[src/rtl/upd_phy_to_llr_unpacker.sv]
// rtl/upd_phy_to_llr_unpacker.sv - unpacks FWFT IQ/noise FIFO words into RE-pair beats for the LLR stage
//
// Pulls packed IQ words (RE_PER_WORD complex REs) and packed noise words
// (NOISE_PER_WORD samples) from two first-word-fall-through FIFOs and emits
// one RE pair plus its noise sample per beat under valid/ready handshaking.
//
// Ports:
//   i_core_clk, i_rx_rstn          clock, asynchronous active-low reset
//   i_start, i_abort               frame start (IDLE only), synchronous abort
//   i_re_total                     REs in frame (bit0 ignored)
//   i_user_iq_noise_rate           REs per noise sample (bit0 ignored, min 2)
//   i_iq_fifo_*, o_iq_fifo_rd_en   IQ FIFO (RE k at [2kS+:2S], I low, Q high)
//   i_noise_fifo_*, o_noise_fifo_rd_en  noise FIFO (sample j at [jN+:N])
//   i_ready, o_data_strobe         output handshake
//   o_re0/1_data_i/q, o_noise_data RE pair and matching noise sample
//   o_last, o_busy, o_done         frame end, activity, completion pulse

module upd_phy_to_llr_unpacker #(
  parameter int SAMPLE_W       = 16,
  parameter int RE_PER_WORD    = 4,
  parameter int NOISE_W        = 16,
  parameter int NOISE_PER_WORD = 8,
  parameter int CNT_W          = 16
) (
  input  logic                                 i_core_clk,
  input  logic                                 i_rx_rstn,
  input  logic                                 i_start,
  input  logic                                 i_abort,
  input  logic [CNT_W-1:0]                     i_re_total,
  input  logic [CNT_W-1:0]                     i_user_iq_noise_rate,
  input  logic                                 i_iq_fifo_empty,
  input  logic [2*SAMPLE_W*RE_PER_WORD-1:0]    i_iq_fifo_data,
  output logic                                 o_iq_fifo_rd_en,
  input  logic                                 i_noise_fifo_empty,
  input  logic [NOISE_W*NOISE_PER_WORD-1:0]    i_noise_fifo_data,
  output logic                                 o_noise_fifo_rd_en,
  input  logic                                 i_ready,
  output logic                                 o_data_strobe,
  output logic [SAMPLE_W-1:0]                  o_re0_data_i,
  output logic [SAMPLE_W-1:0]                  o_re0_data_q,
  output logic [SAMPLE_W-1:0]                  o_re1_data_i,
  output logic [SAMPLE_W-1:0]                  o_re1_data_q,
  output logic [NOISE_W-1:0]                   o_noise_data,
  output logic                                 o_last,
  output logic                                 o_busy,
  output logic                                 o_done
);

  localparam int BEATS_PER_WORD = RE_PER_WORD / 2;
  localparam int BI_W = (BEATS_PER_WORD > 1) ? $clog2(BEATS_PER_WORD) : 1;
  localparam int NI_W = (NOISE_PER_WORD > 1) ? $clog2(NOISE_PER_WORD) : 1;
  localparam logic [BI_W-1:0] BI_LAST = BI_W'(BEATS_PER_WORD - 1);
  localparam logic [NI_W-1:0] NI_LAST = NI_W'(NOISE_PER_WORD - 1);

  typedef enum logic [1:0] {S_IDLE, S_RUN, S_DRAIN, S_DONE} state_t;

  state_t           state_q;
  logic [CNT_W-1:0] total_q, rate_q, re_cnt_q, re_in_noise_q;
  logic [BI_W-1:0]  beat_idx_q;
  logic [NI_W-1:0]  noise_idx_q;

  logic [CNT_W-1:0] total_m, rate_m, rate_in;
  logic [CNT_W-1:0] re_in_noise_d;
  logic [BI_W-1:0]  beat_idx_d;
  logic [NI_W-1:0]  noise_idx_d;
  logic             beat, last_beat, noise_wrap;
  logic [4*SAMPLE_W-1:0] iq_pair;
  logic [NOISE_W-1:0]    noise_sel;

  assign total_m = i_re_total & ~CNT_W'(1);
  assign rate_m  = i_user_iq_noise_rate & ~CNT_W'(1);
  assign rate_in = (rate_m < CNT_W'(2)) ? CNT_W'(2) : rate_m;

  assign beat = (state_q == S_RUN) && !i_abort && !i_iq_fifo_empty &&
                !i_noise_fifo_empty && (!o_data_strobe || i_ready);
  assign last_beat = (re_cnt_q + CNT_W'(2)) == total_q;

  // One extra bit so a rate near the CNT_W ceiling cannot wrap the compare.
  assign noise_wrap = ({1'b0, re_in_noise_q} + (CNT_W+1)'(2)) >= {1'b0, rate_q};

  // Last beat pops both FIFOs so leftovers of a partial word never leak into the next frame.
  assign o_iq_fifo_rd_en    = beat && ((beat_idx_q == BI_LAST) || last_beat);
  assign o_noise_fifo_rd_en = beat && ((noise_wrap && (noise_idx_q == NI_LAST)) || last_beat);

  assign beat_idx_d    = (beat_idx_q == BI_LAST) ? '0 : beat_idx_q + BI_W'(1);
  assign re_in_noise_d = noise_wrap ? '0 : re_in_noise_q + CNT_W'(2);
  assign noise_idx_d   = !noise_wrap ? noise_idx_q :
                         (noise_idx_q == NI_LAST) ? '0 : noise_idx_q + NI_W'(1);
  assign o_busy        = (state_q != S_IDLE);

  always_comb begin
    iq_pair   = '0;
    noise_sel = '0;
    for (int b = 0; b < BEATS_PER_WORD; b++) begin
      if (beat_idx_q == BI_W'(b)) iq_pair = i_iq_fifo_data[b*4*SAMPLE_W +: 4*SAMPLE_W];
    end
    for (int j = 0; j < NOISE_PER_WORD; j++) begin
      if (noise_idx_q == NI_W'(j)) noise_sel = i_noise_fifo_data[j*NOISE_W +: NOISE_W];
    end
  end

  always_ff @(posedge i_core_clk or negedge i_rx_rstn) begin
    if (!i_rx_rstn) begin
      state_q       <= S_IDLE;
      total_q       <= '0;
      rate_q        <= '0;
      re_cnt_q      <= '0;
      re_in_noise_q <= '0;
      beat_idx_q    <= '0;
      noise_idx_q   <= '0;
      o_data_strobe <= 1'b0;
      o_re0_data_i  <= '0;
      o_re0_data_q  <= '0;
      o_re1_data_i  <= '0;
      o_re1_data_q  <= '0;
      o_noise_data  <= '0;
      o_last        <= 1'b0;
      o_done        <= 1'b0;
    end else begin
      o_done <= 1'b0;
      if (i_abort) begin
        state_q       <= S_IDLE;
        o_data_strobe <= 1'b0;
        o_last        <= 1'b0;
        re_cnt_q      <= '0;
        re_in_noise_q <= '0;
        beat_idx_q    <= '0;
        noise_idx_q   <= '0;
      end else begin
        if (beat) begin
          o_data_strobe <= 1'b1;
          o_re0_data_i  <= iq_pair[0*SAMPLE_W +: SAMPLE_W];
          o_re0_data_q  <= iq_pair[1*SAMPLE_W +: SAMPLE_W];
          o_re1_data_i  <= iq_pair[2*SAMPLE_W +: SAMPLE_W];
          o_re1_data_q  <= iq_pair[3*SAMPLE_W +: SAMPLE_W];
          o_noise_data  <= noise_sel;
          o_last        <= last_beat;
          re_cnt_q      <= re_cnt_q + CNT_W'(2);
          beat_idx_q    <= beat_idx_d;
          re_in_noise_q <= re_in_noise_d;
          noise_idx_q   <= noise_idx_d;
        end else if (o_data_strobe && i_ready) begin
          o_data_strobe <= 1'b0;
        end

        case (state_q)
          S_IDLE: begin
            if (i_start) begin
              total_q       <= total_m;
              rate_q        <= rate_in;
              re_cnt_q      <= '0;
              re_in_noise_q <= '0;
              beat_idx_q    <= '0;
              noise_idx_q   <= '0;
              state_q       <= (total_m == '0) ? S_DONE : S_RUN;
            end
          end
          S_RUN:   if (beat && last_beat) state_q <= S_DRAIN;
          S_DRAIN: if (o_data_strobe && i_ready) state_q <= S_DONE;
          S_DONE: begin
            state_q <= S_IDLE;
            o_done  <= 1'b1;
          end
          default: state_q <= S_IDLE;
        endcase
      end
    end
  end

endmodule

[config.mk]
export PLATFORM = sky130hd
export DESIGN_NAME = upd_phy_to_llr_unpacker
export DESIGN_NICKNAME = d
export VERILOG_FILES = /design/src/rtl/upd_phy_to_llr_unpacker.sv
export SDC_FILE = /design/constraint.sdc
export NUM_CORES = 1
export LEC_CHECK = 0
export ABC_AREA = 1
export CORE_AREA = 3 3 160 240
export DETAILED_ROUTE_END_ITERATION = 10
export DIE_AREA = 0 0 163 243
export GPL_TIMING_DRIVEN = 0
export PLACE_DENSITY = 0.57
export SLEW_MARGIN = 20
export SYNTH_ARGS = -nofsm -noshare
export SYNTH_HDL_FRONTEND = slang
export SYNTH_SLANG_ARGS = --single-unit
[constraint.sdc]
create_clock -name i_core_clk -period 3.12 [get_ports i_core_clk]
set_clock_uncertainty 0.05 [all_clocks]
set_input_delay 0.624 -clock i_core_clk [delete_from_list [all_inputs] [get_ports i_core_clk]]
set_output_delay 0.624 -clock i_core_clk [all_outputs]
set_load 0.005 [all_outputs]
==> results.py, run 1 <==
metrics = {
    "final_layout": {
        "mostFrequentLayoutCell": "sky130_fd_sc_hd__clkdlybuf4s50_1",
        "nNetsFinal": 1993,
        "most-common-layout-cells": "374 x sky130_fd_sc_hd__clkdlybuf4s50_1, 301 x sky130_fd_sc_hd__nand2_1, 186 x sky130_fd_sc_hd__nor2_1",
        "num_antenna_cells": 0,
        "final_core_util_pct": 39.9,
        "drive_above_1_share_pct": 9.09,
        "area_growth_pct": 61.2,
    },
    "setup_path": {
        "endpoint_kind": "primary output",
        "worstPathArrival_ns": 3.23,
        "criticalPathCategory": "flip-flop to primary output",
        "critical_r2r_launch": "re_in_noise_q[2]$_DFF_PN0_",
        "worst-endpoint-required_ns": 2.45,
        "setup.worst_path.start_class": "flip-flop",
        "cp_max_fo": 4,
        "cp-startpoint": "re_in_noise_q[2]$_DFF_PN0_",
    },
    "power_and_ir_drop": {
        "power.switching_mw": 2.80,
        "worst_ir_drop_vdd_mv": 0.392,
        "p_seq_share_pct": 36.8,
        "design_power_total_mw": 8.59,
        "leakage_nw": 6.48,
        "sw_frac_of_total_pct": 32.6,
        "power_per_cell_area_nw_per_um2": 588,
        "cell_internal_pwr_mw": 5.79,
        "power.share.clock_pct": 24.6,
        "combinational_cell_fraction_of_total_power_pct": 38.6,
    },
    "detailed_routing": {
        "routed-wl-met3_um": 3210,
        "vias": 9982,
        "detail_route.vias_per_cell": 4.61,
        "drtIter0Drc": 445,
        "postRouteWirelength_um": 37200,
        "met2RoutedLength_um": 19800,
        "dr.max_layer_used": "met4",
        "routed_wire_length_per_instance_um": 17.1,
        "firstDrtPassIters": 5,
        "routed_met1_length_um": 12400,
        "remaining_drc_errors": 0,
        "antenna_left": 0,
    },
    "clocking": {
        "cts_tree": "built",
        "cts_hold_buf": 0,
        "clock_insertion_delay_worst_skew_ns": 0.44,
        "clk_root_buffer_cell": "sky130_fd_sc_hd__clkbuf_16",
        "clock-sinks": 150,
        "clkSlewWorstSetupHoldPaths_ns": 0.06,
        "ctsLongestPathBuffers": 2,
        "cts_max_level": 4,
        "cts_buffers": 17,
    },
    "timing": {
        "setup-violations-final": 20,
        "post-route-worst-setup-slack_ns": -0.784,
        "layout_min_cycle_time_ns": 3.90,
        "final_critical_path_share_of_the_clock_period_pct": 125,
        "tightest_slew_ns": 0.765,
        "report.final.slew_viol_count": 0,
        "relSlewSlack_pct": 49.0,
        "final-hold-violation-count": 0,
        "setup_repair_after_global_routing_missed_its_margin": "true",
        "max_clock_freq_mhz": 256,
        "timing.hold.ws_ns": 0.0886,
    },
    "global_route": {
        "number_of_global_route_vias_before_repair": 10300,
        "maximum_number_of_pins_on_one_net_before_global_route_repair": 78,
        "grt_first_pass_wirelength_um": 56600,
        "overflow": 0,
        "grt_antenna_before_repair": 0,
        "grt_usage_pct": 18.4,
    },
    "logic_synthesis": {
        "syn_area_sq_um": 9060,
        "syn_nets": 1566,
        "yosysSeqAreaShare_pct": 41.4,
        "postSynthAreaPerCell_sq_um": 7.28,
        "cell_count_after_synthesis": 1244,
        "ys.warnings.count": 0,
        "synth_cell_types": 33,
        "ys_seq_elements": 150,
    },
    "die": {
        "die_x_um": 163,
        "start_util_pct": 24.8,
        "dieHeight_um": 243,
        "placement_rows": 86,
        "core_area_sq_um": 36600,
        "die-area_sq_um": 39600,
        "ioPinCount": 381,
    },
    "placement": {
        "gp_routability_congestion": 0.919,
        "placement.io_buffers": 378,
        "post-dp-hpwl_um": 29700,
        "dp_worst_setup_slack_ns": -1.16,
    },
    "status": {
        "violations": "negative setup slack",
        "status": "complete, but fails checks",
    },
    "min_path": {
        "timing.hold.worst.class": "input port to asynchronous set/reset pin",
    },
    "run": {
        "cap_violations": 0,
    },
}
cells in the mapped netlist (all sizes together):
library cell  number  share of area [%]
xor2               7               0.68
nand2            312                 13
xor3               1               0.26
o211ai            34                2.8
nor4               4               0.28
nand4             28                1.9
nor3               3               0.29
nand3b             4               0.33
xnor2              6               0.58
a21oi             44                2.7
o21ai             74                4.1
o31ai             64                5.3
nand3             98                5.6
buf               13               0.80
clkbuf            57                2.4
inv              105                4.3
o22ai              1              0.069
dfrtp            150                 41
nor2             207                9.0
o21a               1              0.083
clkinv             4               0.17
ha                27                3.7
final timing paths:
| path | end | slack (ns) | depth (start not counted) |
|---|---|---|---|
| worst min-delay path | o_re0_data_q[9]$_DFFE_PN0P_ | 0.09 | 1 |
| worst max register to register | noise_idx_q[0]$_DFF_PN0_ | -0.23 | 26 |
| min in group i_core_clk | o_noise_data[11]$_DFFE_PN0P_ | 0.43 | 2 |
| max in group asynchronous | rate_q[14]$_DFFE_PN0P_ | 2.08 | 2 |
| worst max-delay path | o_noise_fifo_rd_en | -0.78 | 21 |
| worst min register to register | o_noise_data[11]$_DFFE_PN0P_ | 0.43 | 2 |
power by group through the flow:
| stage | logic (mW) | clock network (mW) | registers, mW |
|---|---|---|---|
| global placement | 3.19 | 0 | 3.17 |
| CTS | 3.27 | 2.18 | 3.17 |
| floorplan | 1.20 | 0 | 3.12 |
| detailed placement | 3.21 | 0 | 3.18 |
| global route | 3.69 | 2.25 | 3.26 |
| finish | 3.31 | 2.11 | 3.16 |
routing by layer:
| layer | global-route usage [%] | vias to the layer above |
|---|---|---|
| met5 | 0 | - |
| met4 | 8.96 | 0 |
| met3 | 6.25 | 76 |
| met2 | 35.2 | 396 |
| met1 | 16.9 | 4548 |
| li1 | - | 4962 |
worst max-delay path: stages, from the launching register on:
cell and delay, ns:
sky130_fd_sc_hd__dfrtp_1 0.38, sky130_fd_sc_hd__ha_2 0.20, sky130_fd_sc_hd__nand3_2 0.09, sky130_fd_sc_hd__nor2_2 0.13, sky130_fd_sc_hd__inv_2 0.06, sky130_fd_sc_hd__nor2_4 0.13, sky130_fd_sc_hd__nand3_4 0.10, sky130_fd_sc_hd__inv_2 0.07
sky130_fd_sc_hd__nand2_2 0.06, sky130_fd_sc_hd__xor2_2 0.16, sky130_fd_sc_hd__ha_1 0.30, sky130_fd_sc_hd__nand2_2 0.07, sky130_fd_sc_hd__nor2_4 0.08, sky130_fd_sc_hd__nand4_1 0.08, sky130_fd_sc_hd__o21ai_1 0.14, sky130_fd_sc_hd__a21oi_1 0.06
sky130_fd_sc_hd__o21ai_1 0.12, sky130_fd_sc_hd__nand2_1 0.10, sky130_fd_sc_hd__nand2_2 0.12, sky130_fd_sc_hd__nand2_4 0.07, sky130_fd_sc_hd__o21ai_4 0.14, sky130_fd_sc_hd__buf_6 0.12
state kept, by name, summed over array words and instances, names as in the netlist:
register	flops
o_re1_data_i	16
o_re1_data_q	16
o_data_strobe	1
total_q	15
state_q	2
beat_idx_q	1
o_noise_data	16
o_last	1
o_done	1
re_cnt_q	15
rate_q	15
noise_idx_q	3
o_re0_data_q	16
re_in_noise_q	16
o_re0_data_i	16
kinds of logic (layout without fill, tap and decap cells):
logic type	Yosys count	after routing	share of synthesized area, %
DFF	150	150	41.4
xor gates and xnor gates	14	14	1.52
adders and majority gates	27	27	3.73
buffers and inverters	179	618	7.68
AOI/OAI and AO/OA	218	218	15.1
and+or+nand+nor	656	656	30.6
stage by stage:
| step | setup TNS, ns | area (sq um) | instances |
|---|---|---|---|
| 6_report | -3.90 | 14600 | 2167 |
| 4_1_cts | -3.71 | 14300 | 2152 |
| 2_1_floorplan | 0 | 9070 | 1244 |
| 5_1_grt | -7.54 | 14600 | 2167 |
| 3_3_place_gp | -791.85 | 13500 | 2106 |
| 3_5_place_dp | -5.63 | 13500 | 2107 |
timing repair:
| item | 4_1_cts | 5_1_grt |
|---|---|---|
| gates resized for setup | 37 | 49 |
| setup buffers | 15 | 16 |
| gates cloned | 1 | 0 |
| setup endpoints to repair | 21 | 29 |
| pin swaps | 14 | 31 |
layout make-up:
cell class | count | area (sq um)
fillers | 3771 | 22000
inverters | 109 | 415
flip-flops and latches | 150 | 3760
multi-input cells | 915 | 4870
plain buffers | 68 | 283
repair buffers | 410 | 4090
clock buffers | 18 | 439
clock inverters | 13 | 148
well taps | 484 | 606
Power figures use the tool's default switching activity.
==> run 2: changes to the inputs <==
--- a/config.mk
+++ b/config.mk
@@ -7,6 +7,7 @@
 export LEC_CHECK = 0
 export ABC_AREA = 1
 export CORE_AREA = 3 3 160 240
+export CTS_BUF_LIST = sky130_fd_sc_hd__clkbuf_8 sky130_fd_sc_hd__clkbuf_16
 export DETAILED_ROUTE_END_ITERATION = 10
 export DIE_AREA = 0 0 163 243
 export GPL_TIMING_DRIVEN = 0
==> results of run 2 <==
The final DEF is identical to that of run 1; final timing and power are the same.
==> run 3: changes to the inputs <==
--- a/config.mk
+++ b/config.mk
@@ -6,12 +6,13 @@
 export NUM_CORES = 1
 export LEC_CHECK = 0
 export ABC_AREA = 1
-export CORE_AREA = 3 3 160 240
-export CTS_BUF_LIST = sky130_fd_sc_hd__clkbuf_8 sky130_fd_sc_hd__clkbuf_16
+export CAP_MARGIN = 20
+export CORE_AREA = 3 3 129 193
+export CTS_BUF_LIST = sky130_fd_sc_hd__clkbuf_16
 export DETAILED_ROUTE_END_ITERATION = 10
-export DIE_AREA = 0 0 163 243
+export DIE_AREA = 0 0 132 196
 export GPL_TIMING_DRIVEN = 0
-export PLACE_DENSITY = 0.57
+export PLACE_DENSITY = 0.8
 export SLEW_MARGIN = 20
 export SYNTH_ARGS = -nofsm -noshare
 export SYNTH_HDL_FRONTEND = slang
==> run 3 against run 2 <==
The flow still finishes with violations (negative setup slack). Largest cell class unchanged. Total power is 0.69% higher. Die area is 35% lower. Final cell count is 7.9% lower. Global-route usage is 9.4 points higher. Count of clock-buffer cells in the layout is 1 lower. Register-to-register slack better by 0.08 ns. Worst hold slack better by 0.069 ns. Highest routed layer unchanged.
==> results.py, run 3 (same netlist as run 1, synthesis figures left out) <==
metrics = {
    "timing": {
        "tightest_slew_ns": 0.716,
        "report.final.slew_viol_count": 0,
        "timing.hold.ws_ns": 0.158,
        "relSlewSlack_pct": 52.3,
        "final-hold-violation-count": 0,
        "layout_min_cycle_time_ns": 3.96,
        "final_critical_path_share_of_the_clock_period_pct": 127,
        "post-route-worst-setup-slack_ns": -0.838,
        "fin_setup_tns_ns": -2.72,
        "setup_repair_after_global_routing_missed_its_margin": "true",
        "max_clock_freq_mhz": 253,
        "setup-violations-final": 16,
    },
    "clocking": {
        "ctsLongestPathBuffers": 2,
        "cts_buffers": 17,
        "cts_tree": "built",
        "clkSlewWorstSetupHoldPaths_ns": 0.06,
        "cts_hold_buf": 0,
        "cts_max_level": 4,
        "clock-sinks": 150,
        "clk_root_buffer_cell": "sky130_fd_sc_hd__clkbuf_16",
        "clock_insertion_delay_worst_skew_ns": 0.43,
    },
    "final_layout": {
        "area.sequential_sq_um": 3760,
        "num_antenna_cells": 0,
        "mostFrequentLayoutCell": "sky130_fd_sc_hd__clkdlybuf4s50_1",
        "drive_above_1_share_pct": 8.69,
        "nNetsFinal": 1991,
        "fillerInstances": 2054,
        "multi_input_comb_area_sq_um": 4910,
        "most-common-layout-cells": "374 x sky130_fd_sc_hd__clkdlybuf4s50_1, 301 x sky130_fd_sc_hd__nand2_1, 187 x sky130_fd_sc_hd__nor2_1",
        "fin_area_sq_um": 14400,
        "area_growth_pct": 59.3,
    },
    "detailed_routing": {
        "drtIter0Drc": 439,
        "detail_route.vias_per_cell": 5.12,
        "remaining_drc_errors": 0,
        "antenna_left": 0,
        "vias": 10200,
        "firstDrtPassIters": 5,
        "routed_wire_length_per_instance_um": 18.4,
        "postRouteWirelength_um": 36700,
    },
    "die": {
        "die_x_um": 132,
        "start_util_pct": 39.0,
        "ioPinCount": 381,
        "placement_rows": 68,
        "dieHeight_um": 196,
        "die-area_sq_um": 25900,
        "core_area_sq_um": 23200,
    },
    "setup_path": {
        "critical_r2r_launch": "re_in_noise_q[2]$_DFF_PN0_",
        "criticalPathCategory": "flip-flop to primary output",
        "crit_slowest_cell": "sky130_fd_sc_hd__dfrtp_1",
        "max_stage_delay_ns": 0.39,
        "worst-endpoint-required_ns": 2.45,
        "r2r_cells": 24,
        "worstPathArrival_ns": 3.28,
        "cp-startpoint": "re_in_noise_q[2]$_DFF_PN0_",
        "setup.worst_path.start_class": "flip-flop",
        "timing.critical_path.cells": "inv_2, nor3_4, nand3_2, nor2_4, inv_2, nor2_4, buf_6, nand2_2, xnor2_2, ha_1, nand2_2, inv_2, nand4_1, o21ai_1, a21oi_1, o21ai_1, nand2_1, nand2_2, nand2_4, o21ai_4, buf_6",
        "endpoint_kind": "primary output",
        "cp_max_fo": 3,
    },
    "global_route": {
        "grt_antenna_before_repair": 0,
        "number_of_global_route_vias_before_repair": 10600,
        "grt_first_pass_wirelength_um": 56500,
        "overflow": 0,
        "grt_usage_pct": 27.8,
        "maximum_number_of_pins_on_one_net_before_global_route_repair": 98,
    },
    "power_and_ir_drop": {
        "leakage_nw": 6.51,
        "worst_ir_drop_vdd_mv": 0.533,
        "power_per_cell_area_nw_per_um2": 599,
        "design_power_total_mw": 8.65,
    },
    "status": {
        "status": "complete, but fails checks",
        "violations": "negative setup slack",
    },
    "placement": {
        "post-dp-hpwl_um": 29300,
        "placed_area_sq_um": 13300,
        "gp_routability_congestion": 0.943,
        "placement.io_buffers": 378,
        "dp_worst_setup_slack_ns": -1.20,
    },
    "run": {
        "cap_violations": 0,
    },
    "min_path": {
        "timing.hold.worst.class": "input port to asynchronous set/reset pin",
    },
}
## run 3: changes by cell type in the layout (fill, tap and decap cells not counted), moves of 2 or more
cell and change:
sky130_fd_sc_hd__inv_6 -3, sky130_fd_sc_hd__buf_6 -2, sky130_fd_sc_hd__inv_1 +5, sky130_fd_sc_hd__buf_4 -3, sky130_fd_sc_hd__clkinv_2 +3, sky130_fd_sc_hd__clkinvlp_4 -2
## run 3: through the flow
step	std cells	util, %
floorplan	1244	-
global placement	1937	57.0
detailed placement	1939	57.3
CTS	1987	60.9
global route	1996	62.1
finish	1996	62.1
## run 3: repair_timing
item	CTS	global route
setup endpoints to repair	21	28
resized for setup	41	43
pin swaps	20	29
gates cloned	1	0
setup buffers	17	10
## run 3: worst paths after layout
check / slack (ns) / to
max: -0.84 / o_noise_fifo_rd_en
min: 0.16 / o_re0_data_q[9]$_DFFE_PN0P_
max reg2reg: -0.15 / re_in_noise_q[9]$_DFF_PN0_
min reg2reg: 0.43 / o_noise_data[6]$_DFFE_PN0P_
max in group asynchronous: 2.18 / re_in_noise_q[10]$_DFF_PN0_
min in group i_core_clk: 0.43 / o_noise_data[6]$_DFFE_PN0P_
## run 3: worst max-delay path, delay by kind of cell (launching register included)
| kind | cells | cell delay [ns] |
|---|---|---|
| AOI/OAI and AO/OA | 4 | 0.51 |
| DFF | 1 | 0.39 |
| adders and majority gates | 1 | 0.32 |
| buffers and inverters | 5 | 0.42 |
| and+or+nand+nor | 10 | 1.06 |
| xor gates and xnor gates | 1 | 0.15 |
## run 3: area by class of cell
| cell class | instances | share of cell area, % |
|---|---|---|
| buffer | 68 | 1.96 |
| sequential | 150 | 26.0 |
| inverter | 109 | 2.86 |
| tap | 315 | 2.73 |
| timing repair buffer | 408 | 28.5 |
| clock inverter | 14 | 1.01 |
| clock buffer | 17 | 2.95 |
| multi-input combinational | 915 | 34.0 |
## run 3: per-layer routing
layer | routed length (um) | vias to the layer above | track usage (%) | part of all wire [%]
li1 | - | 4957 | - | -
met1 | 12400 | 4729 | 26.1 | 34
met2 | 19700 | 461 | 53.8 | 54
met3 | 2860 | 80 | 8.26 | 7.8
met4 | 1830 | 0 | 14.0 | 5.0
met5 | 0 | - | 0 | 0
## run 3: where the power goes
part           switching [mW]  internal (mW)  leakage (nW)
clock                   0.810           1.23         0.297
sequential              0.480           2.69          1.93
combinational            1.51           1.92          4.28
